### config.mk
export PLATFORM = sky130hd
export DESIGN_NAME = timer_device_flat
export DESIGN_NICKNAME = d
export VERILOG_FILES = /design/src/rtl/timer_device_if.sv /design/src/rtl/timer_device.sv /design/src/flat_wrapper.sv
export SDC_FILE = /design/constraint.sdc
export NUM_CORES = 1
export LEC_CHECK = 0
export BUFFER_PORTS_ARGS = -buffer_cell sky130_fd_sc_hd__buf_2
export CAP_MARGIN = 20
export CORE_MARGIN = 3
export CORE_UTILIZATION = 45
export CTS_BUF_LIST = sky130_fd_sc_hd__clkbuf_16
export CTS_CLUSTER_DIAMETER = 120
export DETAILED_ROUTE_END_ITERATION = 7
export PLACE_DENSITY = 0.67
export REMOVE_ABC_BUFFERS = 1
export SLEW_MARGIN = 20
export SYNTH_ARGS = -nofsm -noshare
export SYNTH_HDL_FRONTEND = slang
export SYNTH_SLANG_ARGS = --single-unit
export TNS_END_PERCENT = 100
### constraint.sdc
create_clock -name clk -period 2.84 [get_ports clk]
set_input_delay 0.284 -clock clk [delete_from_list [all_inputs] [get_ports clk]]
set_output_delay 0.284 -clock clk [all_outputs]
set_load 0.02 [all_outputs]
### src/rtl/timer_device_if.sv
// Bus-side connection of the timer peripheral: select, write strobe, byte
// enables, word address and data, plus the returned read data and interrupt.
interface timer_device_if;
    logic        sel;
    logic        we;
    logic [1:0]  addr;
    logic [3:0]  be;
    logic [31:0] wdata;
    logic [31:0] rdata;
    logic        irq;

    modport master (
        output sel, we, addr, be, wdata,
        input  rdata, irq
    );

    modport slave (
        input  sel, we, addr, be, wdata,
        output rdata, irq
    );
endinterface

### src/rtl/timer_device.sv
// Memory-mapped programmable down-counter with prescaler, one-shot and
// auto-reload modes, and a maskable level interrupt for one HW_Int line.
module timer_device #(
    parameter int unsigned PRESCALE = 1
) (
    input  logic          clk,
    input  logic          reset,
    timer_device_if.slave bus
);

    localparam int unsigned    PW         = (PRESCALE > 1) ? $clog2(PRESCALE) : 1;
    localparam logic [PW-1:0]  PRESC_LAST = PW'(PRESCALE - 1);

    localparam logic [1:0] ADDR_CTRL   = 2'd0;
    localparam logic [1:0] ADDR_PRESET = 2'd1;
    localparam logic [1:0] ADDR_COUNT  = 2'd2;

    typedef enum logic [1:0] {
        S_IDLE,
        S_LOAD,
        S_CNT,
        S_INT
    } state_t;

    state_t          state_q, state_d;
    logic            en_q;
    logic [1:0]      mode_q;
    logic            im_q;
    logic [31:0]     preset_q;
    logic [31:0]     count_q;
    logic [PW-1:0]   presc_q;
    logic            tick_q;
    logic            irq_pend_q;

    logic            wr_ctrl;
    logic            wr_preset;
    logic            auto_reload;
    logic            enter_load;
    logic            load;
    logic            dec;
    logic            expire;
    logic            int_exit;
    logic            set_pend;
    logic            ack;

    assign wr_ctrl     = bus.sel && bus.we && (bus.addr == ADDR_CTRL);
    assign wr_preset   = bus.sel && bus.we && (bus.addr == ADDR_PRESET);
    // MODE 1x behaves exactly like one-shot.
    assign auto_reload = (mode_q == 2'b01);

    // A write acknowledges the interrupt only while it is visible; a pending
    // but masked interrupt survives the write that unmasks it.
    assign ack = (wr_ctrl || wr_preset) && !auto_reload && im_q;

    // NOTE: every output of this block gets a default first, so no path
    // through the case statement can leave a signal unassigned (no latches).
    always_comb begin
        state_d  = state_q;
        load     = 1'b0;
        dec      = 1'b0;
        expire   = 1'b0;
        int_exit = 1'b0;
        unique case (state_q)
            S_IDLE: begin
                if (en_q) state_d = S_LOAD;
            end
            S_LOAD: begin
                load    = 1'b1;
                state_d = (preset_q == 32'd0) ? S_INT : S_CNT;
            end
            S_CNT: begin
                if (!en_q) begin
                    state_d = S_IDLE;
                end else if (tick_q) begin
                    if (count_q > 32'd1) begin
                        dec = 1'b1;
                    end else begin
                        expire  = 1'b1;
                        state_d = S_INT;
                    end
                end
            end
            S_INT: begin
                int_exit = 1'b1;
                state_d  = auto_reload ? S_LOAD : S_IDLE;
            end
            default: state_d = S_IDLE;
        endcase
    end

    assign enter_load = (state_d == S_LOAD) && (state_q != S_LOAD);
    assign set_pend   = (state_d == S_INT) && (state_q != S_INT);

    // NOTE: registers use non-blocking assignments so every flop samples the
    // pre-edge value of the others; all state is cleared by the synchronous reset.
    always_ff @(posedge clk) begin
        if (reset) begin
            state_q    <= S_IDLE;
            en_q       <= 1'b0;
            mode_q     <= 2'b00;
            im_q       <= 1'b0;
            preset_q   <= '0;
            count_q    <= '0;
            presc_q    <= '0;
            tick_q     <= 1'b0;
            irq_pend_q <= 1'b0;
        end else begin
            state_q <= state_d;

            // The tick is the registered terminal count, so it lands one
            // cycle after the prescaler reaches PRESCALE-1.
            if (enter_load) begin
                presc_q <= '0;
                tick_q  <= 1'b0;
            end else begin
                tick_q <= (presc_q == PRESC_LAST);
                if (state_q == S_CNT && en_q) begin
                    presc_q <= (presc_q == PRESC_LAST) ? '0 : presc_q + 1'b1;
                end
            end

            if (load) begin
                count_q <= preset_q;
            end else if (dec) begin
                count_q <= count_q - 32'd1;
            end else if (expire) begin
                count_q <= '0;
            end

            // A software write to CTRL on the same edge overrides the
            // one-shot self-disable.
            if (int_exit && !auto_reload) en_q <= 1'b0;
            if (wr_ctrl && bus.be[0]) begin
                en_q   <= bus.wdata[0];
                mode_q <= bus.wdata[2:1];
                im_q   <= bus.wdata[3];
            end

            for (int i = 0; i < 4; i++) begin
                if (wr_preset && bus.be[i]) begin
                    preset_q[8*i +: 8] <= bus.wdata[8*i +: 8];
                end
            end

            if (set_pend) begin
                irq_pend_q <= 1'b1;
            end else if (int_exit && auto_reload) begin
                irq_pend_q <= 1'b0;
            end else if (ack) begin
                irq_pend_q <= 1'b0;
            end
        end
    end

    always_comb begin
        bus.rdata = '0;
        unique case (bus.addr)
            ADDR_CTRL:   bus.rdata = {28'd0, im_q, mode_q, en_q};
            ADDR_PRESET: bus.rdata = preset_q;
            ADDR_COUNT:  bus.rdata = count_q;
            default:     bus.rdata = '0;
        endcase
    end

    assign bus.irq = irq_pend_q & im_q;

endmodule
### src/flat_wrapper.sv
// flat-port wrapper written by rule: the top's interface ports become plain ports
module timer_device_flat 
#(
    parameter int unsigned PRESCALE = 1
)
  (clk, reset, bus_sel, bus_we, bus_addr, bus_be, bus_wdata, bus_rdata, bus_irq);
  timer_device_if bus_i ();
  input  logic clk;
  input  logic reset;
  input wire logic [$bits(bus_i.sel)-1:0] bus_sel;
  input wire logic [$bits(bus_i.we)-1:0] bus_we;
  input wire logic [$bits(bus_i.addr)-1:0] bus_addr;
  input wire logic [$bits(bus_i.be)-1:0] bus_be;
  input wire logic [$bits(bus_i.wdata)-1:0] bus_wdata;
  output wire logic [$bits(bus_i.rdata)-1:0] bus_rdata;
  output wire logic [$bits(bus_i.irq)-1:0] bus_irq;
  assign bus_i.sel = bus_sel;
  assign bus_i.we = bus_we;
  assign bus_i.addr = bus_addr;
  assign bus_i.be = bus_be;
  assign bus_i.wdata = bus_wdata;
  assign bus_rdata = bus_i.rdata;
  assign bus_irq = bus_i.irq;
  timer_device #(.PRESCALE(PRESCALE)) u_core (.clk(clk), .reset(reset), .bus(bus_i));
endmodule
* Yosys cells after proc, flatten, opt, wreduce, memory -nomap -nowiden
Index checks and enable logic that the tools add are counted.
** Storage, ports and cells
- Register bits after elaboration :: 73
- Output and inout port bits :: 33
- Logic and storage cells :: 78
** Cells by class
- Add/subtract/negate cells :: 2
- Order comparisons :: 1
- Equality and inequality tests :: 10
- Multiplexer cells :: 27
- Bitwise logic cells :: 2
- Reductions and logical operators :: 24
** Operator list (count)
- two-way mux 32 bit :: 3
- case mux 32 bit (3 select lines) :: 1
- > comparator 32 x 1 -> 1 bit (second input constant) :: 1
- zero test 32 bit :: 1
- subtractor 32 x 1 -> 32 bit (second input constant) :: 1
- two-way mux 1 bit :: 18
- logical AND 1 bit :: 15
- == test 2 x 1 -> 1 bit (second input constant) :: 4
- == test 2 bit (second input constant) :: 4
- two-way mux 2 bit :: 4
- case mux 2 bit (4 select lines) :: 1
- nonzero test 3 bit :: 2
- zero test 2 bit :: 2
- inequality test 2 x 1 -> 1 bit (second input constant) :: 1
- inequality test 2 bit (second input constant) :: 1
- nonzero test 2 bit :: 1
- OR reduction 2 bit :: 1
- adder 1 bit (second input constant) :: 1
- AND 1 bit :: 1
- zero test 1 bit :: 1
- logical OR 1 bit :: 1
- NOT 1 bit :: 1

* Longest topological paths before layout
- Depth in word-level cells :: 8
- Mapped depth :: 9
- Depth with buffers taken out :: 7

* Worst setup path after synthesis
Ideal clock, no wire load.
- Kind :: register -> register
- Start :: reg u_core.count_q[27]
- End :: reg u_core.count_q[11]
- Setup time :: 115 ps
- Arrival :: 2248 ps
- Required time :: 2725 ps
- Setup slack :: 477 ps
- Cell stages (with the launch flop) :: 8
- Path buffers :: 2
- Clock period less this slack :: 2363 ps
- Cell sequence :: dfxtp_1 > or4_4 > or4_4 > or3_1 > buf_6 > o211ai_2 > buf_6 > o21ai_2
** On the way
- Cells in the longest elaborated chain, start to end :: 7
- Elaborated cells on any way between the ends :: 12
- Those cells by class :: order compare: 1; mux: 10; reduce/logical: 1
** RTL lines
- start: declaration :: RTL line timer_device.sv:30 : logic [31:0] count_q;
- start signal: assignment :: RTL line timer_device.sv:123 : count_q <= preset_q;
- start signal: assignment :: RTL line timer_device.sv:125 : count_q <= count_q - 32'd1;
- > comparator 32 x 1 -> 1 bit (*) :: RTL line timer_device.sv:75 : if (count_q > 32'd1) begin
- two-way mux 1 bit :: RTL line timer_device.sv:75
- two-way mux 1 bit :: RTL line timer_device.sv:74 : end else if (tick_q) begin
- two-way mux 1 bit :: RTL line timer_device.sv:72 : if (!en_q) begin
- two-way mux 1 bit :: RTL line timer_device.sv:63 : unique case (state_q)
- two-way mux 32 bit :: RTL line timer_device.sv:124 : end else if (dec) begin
- two-way mux 32 bit :: RTL line timer_device.sv:122 : if (load) begin
Every way passes the cells marked *; elsewhere a longest branch is shown, timed or not.
A chain may end at the register's enable or synchronous reset.

* Worst setup path after layout
- Start :: reg u_core.count_q[27]
- End :: reg u_core.count_q[30]
** On the way
- Cells in the longest elaborated chain, start to end :: 7
- Elaborated cells on any way between the ends :: 13
- Those cells by class :: add/sub: 1; order compare: 1; mux: 10; reduce/logical: 1
** RTL lines (RTL line)
- > comparator 32 x 1 -> 1 bit :: timer_device.sv:75
- two-way mux 1 bit :: timer_device.sv:75
- two-way mux 1 bit :: timer_device.sv:74
- two-way mux 1 bit :: timer_device.sv:72
- two-way mux 1 bit :: timer_device.sv:63
- two-way mux 32 bit :: timer_device.sv:124
- two-way mux 32 bit :: timer_device.sv:122
Parallel ways exist; a longest one is shown, timed or not.

==> results.py <==
metrics = {
    "sta": {
        "fin_crit_sh_pct": 90.67,
        "finalHoldViolations": 0,
        "rsz0062_at_grt": "no",
        "max_slew_margin_pct": 54.95,
        "setup_tns_ns": 0,
        "min_period_ns": 2.575,
        "setup_viol": 0,
        "max_freq_mhz": 388.3,
        "slew_viol_final": 0,
        "tightest_slew_ns": 0.6733,
        "fin_worst_skew_ns": 0.004816,
    },
    "place": {
        "place_area_um2": 4493,
        "post-dp-hpwl_um": 8280,
        "port_buffers": 74,
        "gp_congestion": 0.9031,
        "placed_cells": 652,
    },
    "layout": {
        "syn_to_final_growth_pct": 18.01,
        "antenna_cells": 0,
        "final_core_utilization_pct": 56.48,
        "post-route-cell-area_um2": 4781,
        "drive_gt1_share_pct": 23.31,
        "fin_nets": 602,
        "fin_cells": 667,
        "nFillCells": 803,
    },
    "pwr": {
        "power.total_mw": 2.628,
        "powerDensity_nw_per_um2": 549.8,
        "power.static_leakage_nw": 1.877,
        "irDropWorstVdd_mv": 0.2698,
    },
    "grt": {
        "grt_overflow": 0,
        "grt_pass1_vias": 3813,
        "antenna_found_initial": 0,
        "grt_pass1_wl_um": 19090,
        "track_usage_pct": 23.54,
        "grt_max_degree": 33,
    },
    "cts": {
        "cts_buffers": 9,
        "cts_buffer_depth": 2,
        "h-tree-depth": 3,
        "ctsHoldBuffers": 0,
        "cts.sinks": 72,
        "cts_tree": "yes",
        "cts-resized-gates": 0,
        "cts-root-buf": "clkbuf_16",
        "cts_setup_buffers": 0,
        "clk_pin_slew_ns": 0.06,
        "clk_latency_ns": 0.33,
    },
    "worst_hold_path": {
        "holdPathEnd": "u_core.preset_q[6]",
        "hold_class": "primary input to flop",
        "hp-start": "bus_wdata[6]",
        "hold_depth": 3,
    },
    "worst_setup_path": {
        "cp-end-kind": "flop",
        "required_ns": 3.05,
        "startpoint_type": "flop",
        "worst-setup-path-type": "flop to flop",
        "r2r_slack_ns": 0.26,
        "cp_max_fo": 11,
        "worst_r2r_path_depth": 6,
        "rr_startpoint": "u_core.count_q[27]",
        "r2r_end": "u_core.count_q[30]",
        "crit_arrival_ns": 2.79,
    },
    "detailed_routing": {
        "wl_met2_um": 5437,
        "first_iter_violations": 356,
        "ant_nets": 0,
        "dr.max_layer_used": "met4",
        "viasPerCell": 5.949,
        "firstDrtPassIters": 5,
        "route.met3.wl_um": 765,
        "drc": 0,
        "via_count": 3968,
        "wl_per_cell_um": 17.72,
        "routed_wl_um": 11820,
        "drt-met1-wl_um": 5433,
    },
    "floorplan": {
        "fp.coreArea_um2": 8464,
        "fp.dieArea_um2": 10180,
        "die_y_um": 100.9,
        "ioPinCount": 75,
        "start_util_pct": 47.86,
        "die_width_um": 100.9,
        "core.rowCount": 33,
    },
    "synth": {
        "synthesis.area_um2": 4051,
        "ys_seq_elements": 72,
        "syn_area_per_cell_um2": 8.201,
        "synth.distinct_cells": 56,
        "synth-warning-count": 0,
        "yosysSeqAreaShare_pct": 35.58,
        "async_reset_ff_share_pct": 0,
        "synth_edf_count": 0,
        "synth-main-ff-cell": "dfxtp_1",
        "synth_cells": 494,
    },
    "outcome": {
        "status": "finished clean",
    },
    "run": {
        "drv_cap": 0,
    },
}
## report_power, final
part           leakage, nW  switching, mW  internal [mW]
registers            0.582         0.0312           1.03
logic                 1.16          0.285          0.189
clock network        0.139          0.419          0.671
## critical path: stages (launching register included)
cell and delay (ns):
dfxtp_1 0.38, or4_4 0.56, or4_4 0.51, or3_1 0.45, o211ai_2 0.20, buf_4 0.26
o21ai_1 0.10
## area by class of cell
type / instances / area [um^2] / share of cell area [%]
clock buffers: 9 / 225.2 / 4.711
clock inverters: 6 / 62.56 / 1.309
flip-flops and latches: 72 / 1441 / 30.15
inverters: 7 / 26.28 / 0.5496
multi-input cells: 375 / 2381 / 49.80
well taps: 105 / 131.4 / 2.748
repair buffers: 93 / 513.0 / 10.73
## synth_stat cells (all sizes together), types with 2 or more instances
cell	number	area, um^2
nor2b	4	25.02
nand3b	3	22.52
a31oi	11	68.82
o31ai	2	15.01
a22o	28	246.5
nor4	19	131.4
o21ai	18	131.4
a22oi	3	22.52
nand2	59	224.0
nor2	28	105.1
dfxtp	72	1441
clkbuf	33	143.9
or4	5	45.04
nand4b	5	43.79
and3	2	12.51
a21oi	40	200.2
ha	2	25.02
buf	7	63.80
mux2i	16	160.2
nand4	5	31.28
xnor2	18	157.7
and2	2	12.51
inv	7	26.28
and4	3	26.28
nand3	41	217.7
o32ai	5	43.79
nand2b	4	25.02
o211ai	12	95.09
xor2	6	52.55
nor3b	4	30.03
or3	5	32.53
nor3	13	65.06
## metrics by stage
stage	setup slack, ns	hold WS (ns)
after floorplan	0.1806	0.3531
after global placement	0.3818	0.4564
after detailed placement	0.2981	0.4664
after CTS	0.2833	0.1884
after global routing	0.1667	0.1956
final	0.2649	0.1897
## worst max path at each step
| stage | startpoint | endpoint | slack, ns | depth (start not counted) |
|---|---|---|---|---|
| after floorplan | u_core.count_q[27] | u_core.count_q[30] | 0.18 | 5 |
| after global placement | u_core.count_q[27] | u_core.count_q[30] | 0.38 | 6 |
| after detailed placement | u_core.count_q[27] | u_core.count_q[30] | 0.30 | 6 |
| after CTS | u_core.count_q[27] | u_core.count_q[30] | 0.28 | 6 |
| after global routing | u_core.count_q[27] | u_core.count_q[30] | 0.17 | 6 |
| final | u_core.count_q[27] | u_core.count_q[30] | 0.26 | 6 |
## routing by layer
metal	GRT usage [%]	vias to the layer above
met2	37.06	131
li1	-	1957
met1	32.27	1867
met3	3.599	13
met5	0	-
met4	9.223	0
## cell usage in the layout (no fill, tap or decap), types with 3 or more instances in the layout
cell type	n
buf_2	74
dfxtp_1	72
nand2_1	58
nand3_1	40
a21oi_1	40
nor2_1	28
a22o_1	27
buf_4	19
xnor2_1	18
nor4_1	17
mux2i_1	16
nor3_1	13
a31oi_1	11
o21ai_2	11
o211ai_1	11
clkbuf_16	9
inv_1	8
o21ai_0	6
xor2_1	6
nand4_1	5
nand4b_1	5
o32ai_1	5
nand2b_1	4
or3_1	4
nor3b_1	4
and4_1	3
nand3b_1	3
or4_1	3
a22oi_1	3
## cells by family (layout without fill, tap and decap cells)
kind of cell | count (synthesis) | after routing | share of synthesized area [%]
AO/OA/AOI/OAI | 129 | 129 | 22.51
XOR/XNOR | 24 | 24 | 5.188
adder cells (fa/ha/maj) | 2 | 2 | 0.6176
buffers and inverters | 47 | 115 | 5.775
flip-flops | 72 | 72 | 35.58
multiplexers | 16 | 16 | 3.953
AND/OR/NAND/NOR | 204 | 204 | 26.37
## registers in the layout, indices dropped and copies added, names as in the netlist
| register | count |
|---|---|
| u_core.preset_q | 32 |
| u_core.count_q | 32 |
| u_core.im_q | 1 |
| u_core.tick_q | 1 |
| u_core.mode_q | 2 |
| u_core.state_q | 2 |
| u_core.en_q | 1 |
| u_core.irq_pend_q | 1 |
Note: power is estimated with default switching activity, not from simulation.
